`src/rtl/div_share_ctrl.sv`:
```
`default_nettype none
// ============================================================================
// Module   : div_share_ctrl
// Brief    : Round-robin sequencer time-sharing one external combinational
//            6-bit divider among NREQ requesters. Optional macro
//            DIV_ZERO_CHECK_EN short-circuits divide-by-zero with err_o.
// Revision : 1.0 - initial release
// ============================================================================
module div_share_ctrl #(
    parameter int NREQ          = 4,
    parameter int SETTLE_CYCLES = 3
) (
    input  logic              clk,
    input  logic              rst,
    input  logic [NREQ-1:0]   req_i,
    input  logic [6*NREQ-1:0] a_i,
    input  logic [6*NREQ-1:0] b_i,
    output logic [NREQ-1:0]   grant_o,
    output logic [NREQ-1:0]   done_o,
    output logic [5:0]        q_o,
    output logic [5:0]        r_o,
    output logic              err_o,
    output logic              busy_o,
    output logic [5:0]        div_a_o,
    output logic [5:0]        div_b_o,
    input  logic [5:0]        div_q_i,
    input  logic [5:0]        div_r_i
);

    localparam int           PW            = (NREQ > 1) ? $clog2(NREQ) : 1;
    localparam logic [3:0]   c_SETTLE_LOAD = 4'(SETTLE_CYCLES - 1);
    localparam logic [PW-1:0] c_PTR_RESET  = PW'(NREQ - 1);
    localparam logic [NREQ-1:0] c_ONE      = {{(NREQ-1){1'b0}}, 1'b1};

    typedef enum logic [1:0] {
        IDLE   = 2'd0,
        SETTLE = 2'd1,
        DONE   = 2'd2
    } state_t;

    state_t          r_state;
    logic [3:0]      r_cnt;
    logic [PW-1:0]   r_ptr;
    logic [NREQ-1:0] r_grant;
    logic [NREQ-1:0] r_done;
    logic [5:0]      r_q;
    logic [5:0]      r_r;
    logic [5:0]      r_div_a;
    logic [5:0]      r_div_b;
`ifdef DIV_ZERO_CHECK_EN
    logic            r_err;
    logic            r_zero;
`endif

    logic [5:0]      w_a_arr [NREQ];
    logic [5:0]      w_b_arr [NREQ];
    logic            w_found;
    logic [PW-1:0]   w_win;
    logic [PW-1:0]   w_cand;
    logic [NREQ-1:0] w_win_oh;
    logic [5:0]      w_sel_a;
    logic [5:0]      w_sel_b;

    generate
        for (genvar k = 0; k < NREQ; k++) begin : g_unpack
            assign w_a_arr[k] = a_i[6*k +: 6];
            assign w_b_arr[k] = b_i[6*k +: 6];
        end
    endgenerate

    // Search upward from the last winner so the previous owner has lowest priority.
    always_comb begin
        w_found = 1'b0;
        w_win   = '0;
        w_cand  = '0;
        for (int i = 1; i <= NREQ; i++) begin
            w_cand = PW'((int'(r_ptr) + i) % NREQ);
            if (!w_found && req_i[w_cand]) begin
                w_found = 1'b1;
                w_win   = w_cand;
            end
        end
    end

    assign w_win_oh = c_ONE << w_win;
    assign w_sel_a  = w_a_arr[w_win];
    assign w_sel_b  = w_b_arr[w_win];

    always_ff @(posedge clk or posedge rst) begin
        if (rst) begin
            r_state <= IDLE;
            r_cnt   <= '0;
            r_ptr   <= c_PTR_RESET;
            r_grant <= '0;
            r_done  <= '0;
            r_q     <= '0;
            r_r     <= '0;
            r_div_a <= '0;
            r_div_b <= '0;
`ifdef DIV_ZERO_CHECK_EN
            r_err   <= 1'b0;
            r_zero  <= 1'b0;
`endif
        end else begin
            case (r_state)
                IDLE: begin
                    if (w_found) begin
                        r_grant <= w_win_oh;
                        r_div_a <= w_sel_a;
                        r_div_b <= w_sel_b;
                        r_ptr   <= w_win;
                        r_state <= SETTLE;
`ifdef DIV_ZERO_CHECK_EN
                        // Zero divisor needs no settle time: finish on the next edge.
                        if (w_sel_b == 6'd0) begin
                            r_zero <= 1'b1;
                            r_cnt  <= 4'd0;
                        end else begin
                            r_zero <= 1'b0;
                            r_cnt  <= c_SETTLE_LOAD;
                        end
`else
                        r_cnt   <= c_SETTLE_LOAD;
`endif
                    end
                end
                SETTLE: begin
                    if (r_cnt == 4'd0) begin
                        r_done  <= r_grant;
                        r_state <= DONE;
`ifdef DIV_ZERO_CHECK_EN
                        if (r_zero) begin
                            r_q   <= 6'h3F;
                            r_r   <= r_div_a;
                            r_err <= 1'b1;
                        end else begin
                            r_q   <= div_q_i;
                            r_r   <= div_r_i;
                            r_err <= 1'b0;
                        end
`else
                        r_q     <= div_q_i;
                        r_r     <= div_r_i;
`endif
                    end else begin
                        r_cnt <= r_cnt - 4'd1;
                    end
                end
                DONE: begin
                    r_done  <= '0;
                    r_grant <= '0;
                    r_state <= IDLE;
                end
                default: begin
                    r_state <= IDLE;
                end
            endcase
        end
    end

    assign grant_o = r_grant;
    assign done_o  = r_done;
    assign q_o     = r_q;
    assign r_o     = r_r;
    assign busy_o  = (r_state != IDLE);
    assign div_a_o = r_div_a;
    assign div_b_o = r_div_b;
`ifdef DIV_ZERO_CHECK_EN
    assign err_o   = r_err;
`else
    assign err_o   = 1'b0;
`endif

endmodule
`default_nettype wire

```
`config.mk`:
```
export PLATFORM = sky130hd
export DESIGN_NAME = div_share_ctrl
export DESIGN_NICKNAME = d
export VERILOG_FILES = /design/src/rtl/div_share_ctrl.sv
export SDC_FILE = /design/constraint.sdc
export NUM_CORES = 1
export LEC_CHECK = 0
export ABC_CLOCK_PERIOD_IN_PS = 2050
export CAP_MARGIN = 10
export CORE_AREA = 3 3 81 83
export DETAILED_ROUTE_END_ITERATION = 16
export DIE_AREA = 0 0 84 86
export PLACE_DENSITY = 0.74
export SYNTH_ARGS = -nofsm -noshare
export SYNTH_HDL_FRONTEND = slang
export SYNTH_SLANG_ARGS = --single-unit
```
`constraint.sdc`:
```
create_clock -name clk -period 2.05 [get_ports clk]
set_input_delay 0.205 -clock clk [delete_from_list [all_inputs] [get_ports clk]]
set_output_delay 0.205 -clock clk [all_outputs]
set_load 0.05 [all_outputs]
```
Yosys cells after proc, flatten, opt, wreduce, memory -nomap -nowiden
Cells that the tools add are included.
{ "word_totals": {"input_bits": 66, "word_cells": 76, "out_inout_bits": 34, "register_bits": 40} }
{ "classes": {"muxes": 32, "n_addsub": 5, "n_eq_ne": 5, "reduce_logical": 18, "order_cmp": 5, "shifts": 1, "bitwise_logic": 1} }
{ "ops": {"columns": ["operator", "n"], "rows": [
  ["$bmux W6 S2", 2],
  ["$mux W6", 4],
  ["$pmux W4 S2", 3],
  ["$mux W4", 4],
  ["$lt A2 B3 Y1 const B", 4],
  ["$mux W2", 6],
  ["$reduce_and A2 Y1", 5],
  ["$bmux W1 S2", 4],
  ["$mux W1", 8],
  ["$reduce_bool A2 Y1", 4],
  ["$ne A2 B2 Y1 const B", 3],
  ["$add A2 B1 Y2 const B", 2],
  ["$add A2 B2 Y2 const B", 2],
  ["$logic_not A4 Y1", 1],
  ["$pmux W2 S2", 1],
  ["$shl A1 B2 Y4 const A", 1],
  ["$sub A4 B1 Y4 const B", 1],
  ["$ge A3 B3 Y1 const B", 1],
  ["$logic_and A1 B1 Y1", 3],
  ["$logic_not A1 Y1", 3],
  ["$not A2 Y3", 1],
  ["$reduce_and A3 Y1", 1],
  ["$eq A2 B1 Y1 const B", 1],
  ["$eq A2 B2 Y1 const B", 1],
  ["$logic_not A2 Y1", 1]
]} }

Longest topological paths before layout
{ "depth": {"depth_word": 17, "mapped_depth": 8, "mapped_depth_nobuf": 8} }

Worst setup path after synthesis
Ideal clock, no wire load.
{ "synth_timing": {"path_kind": "flip-flop to flip-flop", "from": "register r_ptr[0]", "to": "register r_div_a[5], in the netlist div_a_o[5]", "required_time_ns": 1.924, "path_buffers": 1, "arrival_ns": 1.998, "path_stages_with_launch": 7, "slack_ns": -0.074, "synth_period_minus_slack_ns": 2.124, "path_cell_list": "dfstp_2 > and2b_1 > o21a_4 > nor3_4 > buf_6 > mux2_4 > a221o_1"} }
{ "synth_between": {"elab_chain_len": 17, "word_cells_on_any_way": 31, "cone_classes": "4 x add/sub; 19 x mux; 1 x bitwise; 7 x reduce/logical"} }
{ "synth_lines": {"columns": ["item", "line_no", "rtl"], "rows": [
  ["from (decl)", "43", "logic [PW-1:0] r_ptr;"],
  ["from (signal assigned)", "93", "r_ptr <= c_PTR_RESET;"],
  ["from (signal assigned)", "111", "r_ptr <= w_win;"],
  ["$add A2 B1 Y2", "77", "w_cand = PW'((int'(r_ptr) + i) % NREQ);"],
  ["$bmux W1 S2", "78", "if (!w_found && req_i[w_cand]) begin"],
  ["$mux W1 (implied by the code)", "78", null],
  ["$mux W1", "78", null],
  ["$logic_not A1 Y1", "78", null],
  ["$logic_and A1 B1 Y1", "78", null],
  ["$mux W1", "78", null],
  ["$logic_not A1 Y1", "78", null],
  ["$logic_and A1 B1 Y1", "78", null],
  ["$mux W1", "78", null],
  ["$logic_not A1 Y1", "78", null],
  ["$logic_and A1 B1 Y1", "78", null],
  ["$mux W2", "78", null],
  ["$not A2 Y3 (implied by the code)", "86", "assign w_sel_a = w_a_arr[w_win];"],
  ["$bmux W6 S2", "86", null],
  ["$mux W6 (implied by the code) (2 in series)", "86", null],
  ["to (signal assigned)", "109", "r_div_a <= w_sel_a;"],
  ["to (decl)", "48", "logic [5:0] r_div_a;"]
]} }
Several ways; a longest one is shown, not always the timed one. The select of a mux whose other input is x is not followed.
A chain may end at the register's enable or synchronous reset.

Worst setup path in the final report
{ "layout_timing": {"from": "register r_ptr[0]", "to": "register r_div_a[0], in the netlist div_a_o[0]"} }
Same word-level chain as after synthesis.

==> load_flow_metrics.sql <==
INSERT INTO impl_metrics (metric_group, metric, value, unit) VALUES
('outcome', 'outcome', 'completed', ''),
('clocking', 'clk_pin_slew_worst_paths', '0.08', 'ns'),
('power', 'p_leak', '1.510', 'nW'),
('critical_path', 'worst-endpoint-required', '2.22', 'ns'),
('timing', 'worst-slew-pin-transition', '0.7333', 'ns'),
('logic_synthesis', 'synth_area_leader_cell', 'sky130_fd_sc_hd__dfrtp_1', ''),
('clocking', 'clock-root-buffer', 'sky130_fd_sc_hd__clkbuf_8', ''),
('timing', 'hold_violations', '0', ''),
('route', 'antenna_left', '0', ''),
('clocking', 'worstSkewPairLatency', '0.28', 'ns'),
('logic_synthesis', 'synth-edff-count', '0', ''),
('logic_synthesis', 'synth-seq-cells', '40', ''),
('route', 'viasPerCell', '5.199', ''),
('critical_path', 'cp.arrival', '2.22', 'ns'),
('timing', 'layout_worst_path_cycle_share', '99.96', '%'),
('timing', 'clock_skew', '0.005959', 'ns'),
('route', 'detailedRoute.firstPassIterationCount', '4', ''),
('clocking', 'clock_sinks', '40', ''),
('die', 'die_boundary_height', '86', 'um'),
('logic_synthesis', 'synth_largest_type_area_fraction', '44.44', '%'),
('logic_synthesis', 'post_synth_num_cell_types', '41', ''),
('logic_synthesis', 'synthesis.area', '2140', 'um^2'),
('logic_synthesis', 'synth_async_sr_flop_share', '100.0', '%'),
('layout', 'fin_area', '3440', 'um^2'),
('clocking', 'clock_tree_from_tritoncts', 'yes', ''),
('timing', 'post-route-min-period', '2.049', 'ns'),
('power', 'power_density', '1495', 'nW/um^2'),
('logic_synthesis', 'yosys_most_used_dff', 'sky130_fd_sc_hd__dfrtp_1', ''),
('timing', 'clock.fmax', '488.0', 'MHz'),
('timing', 'final_setup_violating_endpoints', '0', ''),
('layout', 'layout.nets', '400', ''),
('global_routing', 'pin_count_of_the_biggest_net_entering_global_routing', '23', ''),
('clocking', 'cts-buffers-inserted', '5', ''),
('timing', 'drv_slew', '0', ''),
('die', 'placementRows', '28', ''),
('clocking', 'clockBufferDepth', '2', ''),
('layout', 'synthToLayoutAreaGrowth', '60.76', '%'),
('placement', 'finalWeightedCongestion', '0.8879', ''),
('logic_synthesis', 'synthesis.yosys.warnings', '0', ''),
('global_routing', 'grt_remaining_overflow', '0', ''),
('global_routing', 'grt_antenna_before_repair', '0', ''),
('placement', 'portBuffers', '98', ''),
('logic_synthesis', 'yosys-top-cells-count', '52 x sky130_fd_sc_hd__nand2_1, 38 x sky130_fd_sc_hd__dfrtp_1, 15 x sky130_fd_sc_hd__a21oi_1', ''),
('route', 'drt_first_iter_violations', '110', ''),
('global_routing', 'grt_first_pass_wirelength', '10560', 'um'),
('hold_path', 'min-delay-path-class', 'input pin to asynchronous set/reset pin', ''),
('placement', 'placement.cell_area', '3317', 'um^2'),
('critical_path', 'timing.critical_path.from_type', 'flop', ''),
('logic_synthesis', 'synth_instances', '219', ''),
('placement', 'dpl.hpwl', '4976', 'um'),
('logic_synthesis', 'synth_most_common_cell', 'sky130_fd_sc_hd__nand2_1', ''),
('logic_synthesis', 'synth_nets', '287', ''),
('global_routing', 'grt.total_usage', '18.18', '%'),
('global_routing', 'grt_pass1_vias', '2180', ''),
('die', 'initial_utilization', '36.14', '%'),
('layout', 'fillCellCount', '498', ''),
('die', 'pin_count', '100', ''),
('clocking', 'hold_buffer_count_at_cts', '0', ''),
('clocking', 'post-cts-setup-buffer-count', '0', ''),
('timing', 'final.setup.tns', '0', 'ns'),
('route', 'routed_wirelength', '6588', 'um'),
('route', 'detail_route.wl_per_cell', '16.15', 'um'),
('die', 'fp.dieArea', '7224', 'um^2'),
('timing', 'rsz0062_at_grt', 'yes', ''),
('critical_path', 'maximum_fanout_count_along_the_critical_path', '7', ''),
('die', 'core', '5921', 'um^2'),
('clocking', 'h-tree-depth', '2', ''),
('route', 'vias', '2121', ''),
('logic_synthesis', 'synth.yosys.seq_area_share', '46.90', '%'),
('logic_synthesis', 'synth.top_cells.by_area', 'sky130_fd_sc_hd__dfrtp_1 44%, sky130_fd_sc_hd__nand2_1 9.1%, sky130_fd_sc_hd__a221o_1 5.6%', ''),
('route', 'post-route-drc-count', '0', ''),
('logic_synthesis', 'synth_area_per_cell', '9.770', 'um^2'),
('job', 'drv.max_cap_violation_count', '0', ''),
('layout', 'antenna-diode-count', '0', ''),
('timing', 'relSlewSlack', '50.81', '%'),
('critical_path', 'worst-setup-path-type', 'flop to flop', ''),
('die', 'chipWidth', '84', 'um'),
('critical_path', 'end_kind', 'flop', ''),
('power', 'worst_vdd_rail_ir_drop', '742.4', 'uV'),
('layout', 'drive_gt1_share', '15.32', '%');
==> where the power goes <==
| part | internal, mW | switching [mW] | leakage [nW] |
|---|---|---|---|
| Combinational | 1.21 | 1.89 | 0.960 |
| Clock | 0.361 | 0.257 | 0.0552 |
| Sequential | 1.16 | 0.258 | 0.495 |
| Total | 2.73 | 2.41 | 1.51 |
==> sequential cells by signal (all words and copies together) (netlist names) <==
signal and count:
r_cnt 4, div_b_o 6, r_o 6, r_ptr 2, grant_o 4, r_state 2
done_o 4, q_o 6, div_a_o 6
==> placed cells by master, fill, tap and decap left out, types with 3 or more instances in the layout <==
master / instances
sky130_fd_sc_hd__clkdlybuf4s50_1: 97
sky130_fd_sc_hd__nand3_1: 5
sky130_fd_sc_hd__a21oi_1: 15
sky130_fd_sc_hd__mux2_2: 5
sky130_fd_sc_hd__nand4_1: 12
sky130_fd_sc_hd__buf_4: 19
sky130_fd_sc_hd__o31ai_1: 12
sky130_fd_sc_hd__a221o_1: 12
sky130_fd_sc_hd__mux2_4: 7
sky130_fd_sc_hd__nand2b_1: 3
sky130_fd_sc_hd__clkbuf_8: 5
sky130_fd_sc_hd__dfrtp_1: 38
sky130_fd_sc_hd__nor2_1: 6
sky130_fd_sc_hd__inv_1: 3
sky130_fd_sc_hd__nand2_1: 52
sky130_fd_sc_hd__o21ai_0: 5
==> timing repair <==
item / CTS / global route
setup endpoints to repair: 13 / 12
gates cloned: 0 / 0
resized for setup: 1 / 2
==> per-stage QoR <==
step                      power [mW]  hold WS [ns]  std cells  util (%)  setup slack, ns
after global placement         4.432        0.4585        400     56.02          -0.1619
after floorplan                3.413        0.3104        219         -          0.02107
after CTS                      5.148        0.2703        408     57.97        -0.004924
after detailed placement       4.508        0.4660        400     56.02          -0.2371
after global routing           5.412        0.2797        408     58.09         -0.06266
final                          5.141        0.2561        408     58.09        0.0008562
==> area by class of cell <==
cell class,count,area [um^2],area share [%]
Timing Repair Buffer,119,1156,33.61
Clock inverter,2,35.03,1.019
Clock buffer,6,72.57,2.110
Tap cell,75,93.84,2.728
Multi-Input combinational cell,161,1060,30.81
Sequential cell,40,1003,29.17
Inverter,5,18.77,0.5457
==> critical path: stages (launching register included) <==
cell and delay (ns):
sky130_fd_sc_hd__dfstp_2 0.55, sky130_fd_sc_hd__and2b_1 0.21, sky130_fd_sc_hd__o21a_4 0.21, sky130_fd_sc_hd__nor3_4 0.16, sky130_fd_sc_hd__buf_6 0.16, sky130_fd_sc_hd__mux2_2 0.33, sky130_fd_sc_hd__a221o_1 0.32
==> metal layers <==
metal  up-vias  global-route usage (%)  share of wire, %
met5         -                       0                 0
met3         6                   4.899               6.1
li1       1013                       -                 -
met4         0                   4.825              0.55
met1      1023                   22.89                43
met2        79                   31.02                50
==> logic make-up (layout without fill, tap and decap cells) <==
group	after synthesis	in the layout	share of synthesized area [%]
buffers and inverters	18	132	3.918
muxes	12	12	7.544
DFF	40	40	46.90
other	1	1	0.1753
xor gates and xnor gates	2	2	0.8189
AOI/OAI and AO/OA	54	54	18.95
adders and majority gates	2	2	1.169
and+or+nand+nor	90	90	20.53
==> final timing paths <==
check                                  end  slack [ns]        from  cells after the start
worst max-delay path            div_a_o[0]      0.0009    r_ptr[0]                      6
worst min-delay path                q_o[3]        0.26         rst                      2
worst max register to register  div_a_o[0]      0.0009    r_ptr[0]                      6
worst min register to register      q_o[0]        0.48      q_o[0]                      2
max in group asynchronous         r_ptr[0]        1.21         rst                      3
min in group clk                    r_o[0]        0.45  div_r_i[0]                      3
Power figures use the tool's default switching activity.
